[config.mk]
export PLATFORM = sky130hd
export DESIGN_NAME = posterize_roi
export DESIGN_NICKNAME = d
export VERILOG_FILES = /design/src/rtl/posterize_roi.sv
export SDC_FILE = /design/constraint.sdc
export NUM_CORES = 1
export LEC_CHECK = 0
export ABC_AREA = 1
export CAP_MARGIN = 20
export CORE_MARGIN = 3
export CORE_UTILIZATION = 30
export DETAILED_ROUTE_END_ITERATION = 7
export HOLD_SLACK_MARGIN = 0.12
export PLACE_DENSITY = 0.6
export SLEW_MARGIN = 25
export SYNTH_ARGS = -nofsm -noshare
export SYNTH_HDL_FRONTEND = slang
export SYNTH_HIERARCHICAL = 1
export SYNTH_SLANG_ARGS = --single-unit
[constraint.sdc]
create_clock -name i_pclk -period 9.95 [get_ports i_pclk]
set_input_delay 1.99 -clock i_pclk [delete_from_list [all_inputs] [get_ports i_pclk]]
set_output_delay 1.99 -clock i_pclk [all_outputs]
set_load 0.05 [all_outputs]
[src/rtl/posterize_roi.sv]
// Region-of-interest posterizer: per-channel LSB trim (truncate or round) on a
// 2-stage video pipeline, with frame-shadowed configuration loaded at vsync.

module posterize_ch #(
  parameter int CH_DEPTH = 8,
  parameter int TRIM_W   = 4
) (
  input  logic [CH_DEPTH-1:0] din,
  input  logic [TRIM_W-1:0]   trim,
  input  logic                round_en,
  output logic [CH_DEPTH-1:0] dout
);
  logic [CH_DEPTH-1:0] mask;
  logic [CH_DEPTH:0]   half;
  logic [CH_DEPTH:0]   sum;
  int                  t;

  always_comb begin
    t = (int'(trim) > CH_DEPTH) ? CH_DEPTH : int'(trim);
    for (int b = 0; b < CH_DEPTH; b++) begin
      mask[b] = (b >= t);
      half[b] = (b == t - 1);
    end
    half[CH_DEPTH] = 1'b0;
    sum = {1'b0, din} + half;
    // carry out of the rounded sum clamps to the largest representable level
    if (t == 0)             dout = din;
    else if (!round_en)     dout = din & mask;
    else if (sum[CH_DEPTH]) dout = mask;
    else                    dout = sum[CH_DEPTH-1:0] & mask;
  end
endmodule

module posterize_roi #(
  parameter int    NUM_CH   = 3,
  parameter int    CH_DEPTH = 8,
  parameter int    TRIM_W   = 4,
  parameter string HS_POL   = "NEGATIVE",
  parameter string VS_POL   = "NEGATIVE",
  parameter int    X_CNT_W  = 12,
  parameter int    Y_CNT_W  = 11
) (
  input  logic                       i_pclk,
  input  logic                       i_arst,
  input  logic                       i_en,
  input  logic                       i_round_en,
  input  logic [NUM_CH*TRIM_W-1:0]   i_trim,
  input  logic [X_CNT_W-1:0]         i_x_start,
  input  logic [X_CNT_W-1:0]         i_x_end,
  input  logic [Y_CNT_W-1:0]         i_y_start,
  input  logic [Y_CNT_W-1:0]         i_y_end,
  input  logic                       i_vsync,
  input  logic                       i_hsync,
  input  logic                       i_de,
  input  logic [NUM_CH*CH_DEPTH-1:0] i_data,
  output logic                       o_vsync,
  output logic                       o_hsync,
  output logic                       o_de,
  output logic [NUM_CH*CH_DEPTH-1:0] o_data,
  output logic                       o_in_roi,
  output logic                       o_cfg_upd
);
  localparam logic VS_IDLE = (VS_POL == "POSITIVE") ? 1'b0 : 1'b1;
  localparam logic HS_IDLE = (HS_POL == "POSITIVE") ? 1'b0 : 1'b1;

  typedef struct packed {
    logic                     en;
    logic                     rnd;
    logic [NUM_CH*TRIM_W-1:0] trim;
    logic [X_CNT_W-1:0]       xs;
    logic [X_CNT_W-1:0]       xe;
    logic [Y_CNT_W-1:0]       ys;
    logic [Y_CNT_W-1:0]       ye;
  } cfg_t;

  cfg_t               cfg_in, shd;
  logic               vs_act, hs_act, vs_act_q, vs_rise, de_q, in_roi;
  logic [X_CNT_W-1:0] x;
  logic [Y_CNT_W-1:0] y;

  assign cfg_in  = {i_en, i_round_en, i_trim, i_x_start, i_x_end, i_y_start, i_y_end};
  assign vs_act  = i_vsync ^ VS_IDLE;
  assign hs_act  = i_hsync ^ HS_IDLE;
  assign vs_rise = vs_act & ~vs_act_q;
  assign in_roi  = i_de & shd.en & (x >= shd.xs) & (x < shd.xe) & (y >= shd.ys) & (y < shd.ye);

  always_ff @(posedge i_pclk or posedge i_arst) begin
    if (i_arst) begin
      vs_act_q  <= 1'b0;
      de_q      <= 1'b0;
      shd       <= '0;
      o_cfg_upd <= 1'b0;
      x         <= '0;
      y         <= '0;
    end else begin
      vs_act_q  <= vs_act;
      de_q      <= i_de;
      o_cfg_upd <= vs_rise;
      if (vs_rise) shd <= cfg_in;
      if (hs_act)                 x <= '0;
      else if (i_de && x != '1)   x <= x + 1'b1;
      // line count advances at the end of each active run
      if (vs_act)                         y <= '0;
      else if (de_q && !i_de && y != '1)  y <= y + 1'b1;
    end
  end

  // stage 1 carries its own copy of trim/round so a config load cannot split a pixel
  logic                       s1_vs, s1_hs, s1_de, s1_roi, s1_rnd;
  logic [NUM_CH*TRIM_W-1:0]   s1_trim;
  logic [NUM_CH*CH_DEPTH-1:0] s1_data;
  logic [NUM_CH-1:0][CH_DEPTH-1:0] post;

  always_ff @(posedge i_pclk or posedge i_arst) begin
    if (i_arst) begin
      s1_vs   <= VS_IDLE;
      s1_hs   <= HS_IDLE;
      s1_de   <= 1'b0;
      s1_roi  <= 1'b0;
      s1_rnd  <= 1'b0;
      s1_trim <= '0;
      s1_data <= '0;
    end else begin
      s1_vs   <= i_vsync;
      s1_hs   <= i_hsync;
      s1_de   <= i_de;
      s1_roi  <= in_roi;
      s1_rnd  <= shd.rnd;
      s1_trim <= shd.trim;
      s1_data <= i_data;
    end
  end

  for (genvar c = 0; c < NUM_CH; c++) begin : g_ch
    posterize_ch #(.CH_DEPTH(CH_DEPTH), .TRIM_W(TRIM_W)) u_ch (
      .din      (s1_data[c*CH_DEPTH +: CH_DEPTH]),
      .trim     (s1_trim[c*TRIM_W +: TRIM_W]),
      .round_en (s1_rnd),
      .dout     (post[c])
    );
  end

  always_ff @(posedge i_pclk or posedge i_arst) begin
    if (i_arst) begin
      o_vsync  <= VS_IDLE;
      o_hsync  <= HS_IDLE;
      o_de     <= 1'b0;
      o_in_roi <= 1'b0;
      o_data   <= '0;
    end else begin
      o_vsync  <= s1_vs;
      o_hsync  <= s1_hs;
      o_de     <= s1_de;
      o_in_roi <= s1_roi;
      o_data   <= s1_roi ? post : s1_data;
    end
  end
endmodule

==> impl_metrics.env <==
export IMPL_seq_area_frac_synth_pct=43.49
export IMPL_path_class="flip-flop to output port"
export IMPL_synth_edff_count=0
export IMPL_synth_avg_cell_area_um2=8.346
export IMPL_dr_pass1_iters=4
export IMPL_final_cell_mix="nand2_1, dfrtp_1, inv_1"
export IMPL_clk_insertion_delay_late_ps=420
export IMPL_ant_nets=0
export IMPL_fin_crit_sh_pct=37.36
export IMPL_boundaryPins=118
export IMPL_grt_first_pass_wirelength_mm=33.40
export IMPL_cts_max_level=4
export IMPL_max_freq_mhz=269.0
export IMPL_nFillCells=2914
export IMPL_num_rows=62
export IMPL_grt_overflow=0
export IMPL_synth_nets=1225
export IMPL_nets=1344
export IMPL_worst_pin_slew_ps=922.8
export IMPL_synthArstFlopShare_pct=100.0
export IMPL_rsz0062_at_grt="no"
export IMPL_path_buf_inv=1
export IMPL_slowest_delay_ps=790
export IMPL_timing_final_max_slew_violations=0
export IMPL_skew_ps=12.38
export IMPL_grt_use_total_pct=13.15
export IMPL_cts_tree="done"
export IMPL_slowest_stage="clkdlybuf4s50_1"
export IMPL_cts_setup_buffers=0
export IMPL_critical_path_arrival_ps=1730
export IMPL_endpoint_kind="output port"
export IMPL_p_total_uw=1759
export IMPL_antenna_found_initial=0
export IMPL_p_leak_uw=0.005456
export IMPL_clockRootBuffer="clkbuf_16"
export IMPL_fin_setup_tns_ps=0
export IMPL_synth_main_ff_cell="dfrtp_1"
export IMPL_netlist_instances=1063
export IMPL_drtIter0Drc=380
export IMPL_die_w_um=178.0
export IMPL_ys_ff_latch=154
export IMPL_powerDensity_mw_per_mm2=158.2
export IMPL_hpwl_mm=14.80
export IMPL_syn_to_final_growth_pct=25.31
export IMPL_vdd_drop_max_v=0.0001057
export IMPL_worstPathMaxFanout=1
export IMPL_synth_top_cell_area_share_pct=42.31
export IMPL_grt_pass1_vias=6771
export IMPL_synthTopCellsByArea="dfrtp_1, nand2_1, ha_1, inv_1, mux2_2"
export IMPL_final_min_clock_period_ps=3718
export IMPL_drv_cap=0
export IMPL_place_gp_congestion=0.8585
export IMPL_grt_max_degree=105
export IMPL_die_height_um=178.0
export IMPL_crit_required_ps=7960
export IMPL_core_area_mm2=0.02894
export IMPL_antennaDiodeCount=0
export IMPL_cts_resized=0
export IMPL_rrSetupSlack_ps=7420
export IMPL_cp_start_kind="flip-flop"
export IMPL_critPathTopFamily="buffers and inverters"
export IMPL_wire_per_inst_um=12.68
export IMPL_cts_max_path_buffers=2
export IMPL_drc=0
export IMPL_vias_per_cell=4.383
export IMPL_ys_types=42
export IMPL_synth_area_leader_cell="dfrtp_1"
export IMPL_path_clk_slew_ps=60
export IMPL_clkSinkCount=154
export IMPL_postLayoutCoreUtil_pct=38.42
export IMPL_start_util_pct=30.66
export IMPL_final_common_cell="nand2_1"
export IMPL_io_buffers=117
export IMPL_whs_ps=355.0
export IMPL_yosysWarningCount=6
export IMPL_holdCritPathClass="flip-flop to flip-flop"
export IMPL_postCtsHoldBufs=0
export IMPL_wl_mm=20.02
export IMPL_hold_violations=0
export IMPL_worstPathCellList="clkdlybuf4s50_1"
export IMPL_drive_gt1_share_pct=11.80
export IMPL_outcome="finished, final reports clean"
export IMPL_vias=6921
export IMPL_die_area_mm2=0.03167
export IMPL_setup_viol_count_final=0
export IMPL_numCtsBuffers=17
export IMPL_max_slew_margin_rel_pct=38.48
export IMPL_syn_area_mm2=0.008872
routing by layer:
layer	up-vias	routed length, µm	part of all wire (%)	global-route usage, %
li1	3642	-	-	-
met1	3149	9667	48	17.67
met2	116	9397	47	21.85
met3	14	803	4.0	2.725
met4	0	150	0.75	2.880
met5	-	0	0	0
logic make-up (layout without fill, tap and decap cells):
logic type	after synthesis	after routing	synth area share, %
multiplexers	42	42	5.331
AND/OR/NAND/NOR	499	499	24.52
adder cells (fa/ha/maj)	73	73	10.55
flip-flops	154	154	43.49
XOR/XNOR	15	15	1.481
buffers and inverters	174	306	7.784
AO/OA/AOI/OAI	106	106	6.840
worst register-to-register path: stages (launching register included):
cell and delay (ps):
dfrtp_1 440, nor2_1 210, inv_1 100, nor2_1 180, ha_1 200, inv_1 50, fa_1 400, inv_1 90
nand3_1 80, nand2_2 100, nand2_2 60, nand3_1 60, nand3_1 90, nand2_1 70, nand2_1 40, mux2_2 260
synthesized netlist by cell type (11+ instances only):
master,count
nor2_1,78
inv_2,14
nand2_1,299
a21oi_1,26
buf_2,11
ha_1,70
nand4_1,11
inv_1,138
nand2_2,14
mux2_2,42
nand3_1,49
dfrtp_1,150
o21ai_0,62
nor3_1,17
metrics by stage:
stage          cell area [µm²]  worst slack (ps)  std cells
2_1_floorplan             8872              3817       1063
3_3_place_gp             10450              5822       1546
3_5_place_dp             10450              5799       1546
4_1_cts                  11090              6199       1578
5_1_grt                  11120              6147       1579
6_report                 11120              6232       1579
path summary, 6_finish.rpt:
check                                    to  depth (start not counted)        from
worst max-delay path                o_hsync                          1     o_hsync
worst min-delay path                o_hsync                          0       s1_hs
worst max register to register    o_data[6]                         15  s1_trim[3]
worst min register to register      o_hsync                          0       s1_hs
max in group asynchronous            s1_roi                          4      i_arst
min in group asynchronous       s1_data[16]                          2      i_arst
state kept, by name, summed over array words and instances, names as in the netlist, 11 cells and up:
register	cells
s1_data	24
o_data	24
shd	60
x	12
s1_trim	12
y	11
power breakdown:
group	internal (µW)	switching [µW]	total [µW]
combinational	137	197	334
clock	438	273	711
sequential	679	33.9	713
final cells by class:
cell class                 instances  area, µm²  share of cell area, %
multi-input combinational        735       4330                  38.95
sequential                       154       3859                  34.71
timing repair buffer             122       1229                  11.05
inverter                         152      575.6                  5.177
tap                              384      480.5                  4.321
clock buffer                      20      456.7                  4.108
clock inverter                    12      187.7                  1.688
Power figures use the tool's default switching activity.
